**config.mk**
```make
export PLATFORM = sky130hd
export DESIGN_NAME = l1_stream_out
export DESIGN_NICKNAME = d
export VERILOG_FILES = /design/src/rtl/l1_stream_out.sv
export SDC_FILE = /design/constraint.sdc
export NUM_CORES = 1
export LEC_CHECK = 0
export ABC_CLOCK_PERIOD_IN_PS = 3600
export CAP_MARGIN = 25
export CORE_ASPECT_RATIO = 1.5
export CORE_MARGIN = 2
export CORE_UTILIZATION = 45
export CTS_BUF_LIST = sky130_fd_sc_hd__clkbuf_8
export CTS_CLUSTER_DIAMETER = 100
export DETAILED_ROUTE_END_ITERATION = 7
export DONT_BUFFER_PORTS = 1
export SYNTH_ARGS = -nofsm -noshare
export SYNTH_HDL_FRONTEND = slang
export SYNTH_SLANG_ARGS = --single-unit
export TNS_END_PERCENT = 10
```
**constraint.sdc**
```tcl
create_clock -name clk -period 3.6 [get_ports clk]
set_input_delay 0.18 -clock clk [delete_from_list [all_inputs] [get_ports clk]]
set_output_delay 0.18 -clock clk [all_outputs]
set_load 0.005 [all_outputs]
```
**src/rtl/l1_stream_out.sv**
```systemverilog
// l1_stream_out: drains layer memory L1 in raster order onto a valid/ready stream
// through a small show-ahead FIFO, tracking the signed maximum and its first address.

module l1_stream_out #(
  parameter int         NUM_WORDS  = 1024,
  parameter int         FIFO_DEPTH = 4,
  parameter logic [2:0] LAYER_SEL  = 3'd3
) (
  input  logic        clk,
  input  logic        reset,
  input  logic        start,
  output logic        busy,
  output logic        done,
  output logic        crd,
  output logic [11:0] caddr_rd,
  input  logic [19:0] cdata_rd,
  output logic [2:0]  csel,
  output logic        m_valid,
  input  logic        m_ready,
  output logic [19:0] m_data,
  output logic        m_last,
  output logic [19:0] max_val,
  output logic [11:0] max_addr
);

  localparam int               PTR_W     = (FIFO_DEPTH > 1) ? $clog2(FIFO_DEPTH) : 1;
  localparam int               CNT_W     = PTR_W + 1;
  localparam logic [11:0]      LAST_ADDR = 12'(NUM_WORDS - 1);
  localparam logic [CNT_W-1:0] DEPTH_CNT = CNT_W'(FIFO_DEPTH);

  typedef enum logic [1:0] {
    ST_IDLE  = 2'd0,
    ST_READ  = 2'd1,
    ST_DRAIN = 2'd2,
    ST_DONE  = 2'd3
  } state_t;

  state_t                state_r;
  state_t                state_nxt_s;
  logic [11:0]           next_addr_r;
  logic [11:0]           issue_addr_s;
  logic                  crd_r;
  logic [11:0]           caddr_r;
  logic [19:0]           fifo_data_r [FIFO_DEPTH];
  logic [FIFO_DEPTH-1:0] fifo_last_r;
  logic [PTR_W-1:0]      wr_ptr_r;
  logic [PTR_W-1:0]      rd_ptr_r;
  logic [CNT_W-1:0]      count_r;
  logic [CNT_W-1:0]      count_nxt_s;
  logic [19:0]           max_val_r;
  logic [11:0]           max_addr_r;
  logic                  max_first_r;
  logic                  start_ok_s;
  logic                  issue_s;
  logic                  push_s;
  logic                  pop_s;
  logic                  room_s;
  logic                  valid_s;
  logic                  head_last_s;
  logic                  busy_s;
  logic                  done_s;
  logic [2:0]            csel_s;

  // Handshake, occupancy and read-issue decisions
  always_comb begin
    valid_s      = (count_r != CNT_W'(0));
    start_ok_s   = (state_r == ST_IDLE) && start;
    push_s       = crd_r;
    pop_s        = valid_s && m_ready;
    head_last_s  = fifo_last_r[rd_ptr_r];
    count_nxt_s  = count_r;
    if (push_s && !pop_s) begin
      count_nxt_s = count_r + CNT_W'(1);
    end else if (!push_s && pop_s) begin
      count_nxt_s = count_r - CNT_W'(1);
    end else begin
      count_nxt_s = count_r;
    end
    // Room is judged on post-edge occupancy; the new read itself becomes the in-flight slot
    room_s       = (count_nxt_s < DEPTH_CNT);
    issue_s      = start_ok_s || ((state_r == ST_READ) && room_s);
    issue_addr_s = start_ok_s ? 12'd0 : next_addr_r;
  end

  // FSM state register
  always_ff @(posedge clk or negedge reset) begin
    if (!reset) begin
      state_r <= ST_IDLE;
    end else begin
      state_r <= state_nxt_s;
    end
  end

  // FSM next-state logic
  always_comb begin
    state_nxt_s = state_r;
    case (state_r)
      ST_IDLE: begin
        if (start) begin
          state_nxt_s = (LAST_ADDR == 12'd0) ? ST_DRAIN : ST_READ;
        end else begin
          state_nxt_s = ST_IDLE;
        end
      end
      ST_READ: begin
        if (room_s && (next_addr_r == LAST_ADDR)) begin
          state_nxt_s = ST_DRAIN;
        end else begin
          state_nxt_s = ST_READ;
        end
      end
      ST_DRAIN: begin
        if (pop_s && head_last_s) begin
          state_nxt_s = ST_DONE;
        end else begin
          state_nxt_s = ST_DRAIN;
        end
      end
      ST_DONE: state_nxt_s = ST_IDLE;
      default: state_nxt_s = ST_IDLE;
    endcase
  end

  // FSM output decode
  always_comb begin
    busy_s = 1'b0;
    done_s = 1'b0;
    case (state_r)
      ST_IDLE:  busy_s = 1'b0;
      ST_READ:  busy_s = 1'b1;
      ST_DRAIN: busy_s = 1'b1;
      ST_DONE: begin
        busy_s = 1'b1;
        done_s = 1'b1;
      end
      default: busy_s = 1'b0;
    endcase
    csel_s = busy_s ? LAYER_SEL : 3'd0;
  end

  // Read port: strobe and address are registered at issue, address holds otherwise
  always_ff @(posedge clk or negedge reset) begin
    if (!reset) begin
      crd_r       <= 1'b0;
      caddr_r     <= 12'd0;
      next_addr_r <= 12'd0;
    end else if (issue_s) begin
      crd_r       <= 1'b1;
      caddr_r     <= issue_addr_s;
      next_addr_r <= issue_addr_s + 12'd1;
    end else begin
      crd_r       <= 1'b0;
    end
  end

  // Show-ahead FIFO; read data is captured the cycle it is presented
  always_ff @(posedge clk or negedge reset) begin
    if (!reset) begin
      for (int i = 0; i < FIFO_DEPTH; i++) begin
        fifo_data_r[i] <= 20'd0;
      end
      fifo_last_r <= {FIFO_DEPTH{1'b0}};
      wr_ptr_r    <= PTR_W'(0);
      rd_ptr_r    <= PTR_W'(0);
      count_r     <= CNT_W'(0);
    end else if (start_ok_s) begin
      wr_ptr_r    <= PTR_W'(0);
      rd_ptr_r    <= PTR_W'(0);
      count_r     <= CNT_W'(0);
    end else begin
      if (push_s) begin
        fifo_data_r[wr_ptr_r] <= cdata_rd;
        fifo_last_r[wr_ptr_r] <= (caddr_r == LAST_ADDR);
        wr_ptr_r              <= wr_ptr_r + PTR_W'(1);
      end
      if (pop_s) begin
        rd_ptr_r <= rd_ptr_r + PTR_W'(1);
      end
      count_r <= count_nxt_s;
    end
  end

  // Max tracker: first word loads, later words must be strictly greater so ties keep the lower address
  always_ff @(posedge clk or negedge reset) begin
    if (!reset) begin
      max_val_r   <= 20'd0;
      max_addr_r  <= 12'd0;
      max_first_r <= 1'b0;
    end else if (start_ok_s) begin
      max_val_r   <= 20'd0;
      max_addr_r  <= 12'd0;
      max_first_r <= 1'b1;
    end else if (push_s && (max_first_r || ($signed(cdata_rd) > $signed(max_val_r)))) begin
      max_val_r   <= cdata_rd;
      max_addr_r  <= caddr_r;
      max_first_r <= 1'b0;
    end else begin
      max_first_r <= max_first_r;
    end
  end

  assign busy     = busy_s;
  assign done     = done_s;
  assign csel     = csel_s;
  assign crd      = crd_r;
  assign caddr_rd = caddr_r;
  assign m_valid  = valid_s;
  assign m_data   = valid_s ? fifo_data_r[rd_ptr_r] : 20'd0;
  assign m_last   = valid_s && head_last_s;
  assign max_val  = max_val_r;
  assign max_addr = max_addr_r;

endmodule

```
==> impl_metrics.toml <==
[global_routing]
gr-total-overflow = 0
antenna_found_initial = 0
grt_max_degree = 152
track_usage = 0.208
first_global_vias = 4974
grt_pass1_wl_um = 27300

[clock_network]
hold_buffers = 22
clock-sinks = 151
path_clk_slew_ns = 0.09
tritoncts = "built"
cts_setup_buffers = 0
clockBufferDepth = 2
h-tree-depth = 4
worstSkewPairLatency_ns = 0.45
clockRootBuffer = "clkbuf_8"
numCtsBuffers = 17

[placed_design]
io_buffers = 0
finalWeightedCongestion = 0.815
dpl_cell_area_um2 = 7520
dp_slack_ns = 0.811
dp_hpwl_um = 11300
numPlacedInstances = 756

[synthesis]
syn-num-nets = 623
synth_edf_count = 0
synth_top_area_share = 0.517
ys_ff_latch = 151
syn_area_um2 = 7310
synth_flop_cell = "dfrtp_1"
netlist.top_cell.by_area = "dfrtp_1"
synth_warnings = 0
ys_types = 55
syn_inst = 571
synthTopCellsByArea = "dfrtp_1 52%, mux2_2 11%, mux4_2 6.5%"
async_flop_share = 1.00
syn_avg_cell_area_um2 = 12.8
seq_area_frac_synth = 0.517

[min_path]
hp-class = "in -> async"

[run_status]
run_status = "complete, but fails checks"
violations = "negative hold slack"

[worst_setup_path]
startpoint_type = "flip-flop"
reg2reg_to = "max_addr[11]"
crit_fanout = 25
worst_path_max_delay_cell = "dfrtp_1"
reg2reg_from = "max_val[19]"
required_ns = 3.93
path_delay_family = "simple AND/OR/NAND/NOR gates"
endpoint = "max_addr[11]"
crit_path_start = "max_val[19]"
cp.arrival_ns = 3.13
reg2reg_slack_ns = 0.80
cp_num_buf_inv = 2
cp-end-kind = "flip-flop"
cp_num_cells = 9
cpPeakStageDelay_ns = 0.43
critical_path_class = "reg -> reg"
r2r_cells = 9
crit_chain = "inv_1, ha_1, nand4_2, nor4_2, and4_1, o31a_1, nand3_1, buf_12, a22o_1"

[sta]
rsz0062_at_grt = "no"
finalHoldViolCount = 151
timing.final.ws_setup_ns = 0.797
holdWs_ns = -0.578
period_minus_slack_ns = 2.80
max_freq_mhz = 357
fin_crit_sh = 0.779
fin_skew_ns = 0.0166
tns_ns = 0
setup_viol = 0
drv_slew = 0
worstMarginPinSlew_ns = 0.643
slew-limit-headroom = 0.571

[route]
viasPerCell = 5.66
drcViolationCount = 0
dr.pass1.iters = 4
initialDrtViolationCount = 156
routedWlPerCell_um = 21.1
antenna_left = 0
wirelength_um = 17100
num_vias = 4588

[power_and_ir_drop]
irDropWorstVdd_mv = 0.409
cellPowerDensity_nw_per_um2 = 908
total_leakage_power_nw = 3.67
total_power_mw = 7.45

[floorplan]
die_x_um = 108
ios = 96
rows = 57
coreArea_um2 = 16000
dieHeight_um = 160
dieArea_um2 = 17300
initial_utilization = 0.455

[final_layout]
num_antenna_cells = 0
fin_nets = 643
final_area_um2 = 8200
drive_above_1_share = 0.235
fill_cells = 1384
fin_util = 0.511
fin_cells = 810
area_growth_pct = 12.3

[flow_run]
maxCapViolCount = 0
worst min-delay path by stage:
stage / to / slack [ns] / cells after the start
2_1_floorplan: asynchronous set/reset pin / -0.12 / 0
3_3_place_gp: next_addr_r[7] / -0.11 / 0
3_5_place_dp: next_addr_r[7] / -0.11 / 0
4_1_cts: max_val[1] / -0.60 / 0
5_1_grt: max_val[5] / -0.61 / 0
6_report: next_addr_r[7] / -0.58 / 0
repair_timing:
action,4_1_cts,5_1_grt
hold endpoints to repair,252,151
endpoints found under the setup margin,0,0
gates resized for setup,0,0
metal layers:
| metal | up-vias | track usage | part of all wire | wire length, µm |
|---|---|---|---|---|
| li1 | 2104 | - | - | - |
| met1 | 2377 | 0.247 | 0.39 | 6740 |
| met2 | 88 | 0.368 | 0.54 | 9190 |
| met3 | 19 | 0.0559 | 0.054 | 926 |
| met4 | 0 | 0.0530 | 0.014 | 231 |
| met5 | - | 0 | 0 | 0 |
registers in the layout, summed over array words and instances (netlist names), named ones only:
signal,cells
fifo_last_r,4
state_r,1
wr_ptr_r,2
next_addr_r,12
caddr_rd,12
max_first_r,1
max_val,20
crd,1
count_r,3
max_addr,12
fifo_data_r,80
rd_ptr_r,2
synth_stat cells (2+ instances only):
cell type	number
dfrtp_1	151
mux2_2	70
a22o_1	32
and2_1	28
ha_1	28
nor2_1	28
nand2_1	27
inv_1	26
mux4_2	21
buf_2	14
a21oi_1	12
mux2_1	12
mux2i_1	11
o21ai_0	11
clkbuf_1	10
nand3_1	10
nand4_1	9
xor2_1	9
xnor2_1	5
and3_1	4
nor3_1	4
o21ai_1	4
and4_1	3
buf_1	3
buf_4	3
buf_6	3
and3b_1	2
nand2b_1	2
nand4b_1	2
o31ai_1	2
kinds of logic after synthesis:
family                     share of synthesized area
xor gates and xnor gates                      0.0168
AOI/OAI and AO/OA                             0.0752
muxes                                          0.206
DFF                                            0.517
buffers and inverters                         0.0373
other                                       0.000513
adders and majority gates                     0.0480
and+or+nand+nor                               0.0988
report_power, final:
group | switching (mW) | total [mW] | internal [mW]
clock network | 0.664 | 1.52 | 0.851
registers | 0.583 | 3.00 | 2.41
logic | 1.34 | 2.94 | 1.60
total | 2.59 | 7.45 | 4.86
cell type report:
| type | instances | area, µm² | area share |
|---|---|---|---|
| tap | 206 | 258 | 0.0314 |
| clock buffer | 18 | 248 | 0.0302 |
| clock inverter | 14 | 220 | 0.0268 |
| sequential | 151 | 3780 | 0.461 |
| multi-input combinational | 361 | 3250 | 0.397 |
| timing repair buffer | 34 | 348 | 0.0424 |
| inverter | 26 | 97.6 | 0.0119 |
layout by cell type (no fill, tap or decap), drive strengths merged, types with 3 or more instances in the layout:
master	Yosys	routed
dfrtp	151	151
mux2	82	82
a22o	32	32
inv	26	29
and2	28	28
nor2	28	28
ha	28	28
nand2	27	27
dlygate4sd3	0	22
mux4	21	21
clkbuf	10	18
o21ai	15	15
a21oi	12	12
buf	23	12
mux2i	11	11
nand3	10	10
nand4	10	10
xor2	9	9
xnor2	5	5
bufinv	0	5
and3	4	4
nor3	4	4
and4	3	3
clkinvlp	0	3
clkinv	0	3
a211oi	3	3
Power figures use the tool's default switching activity.
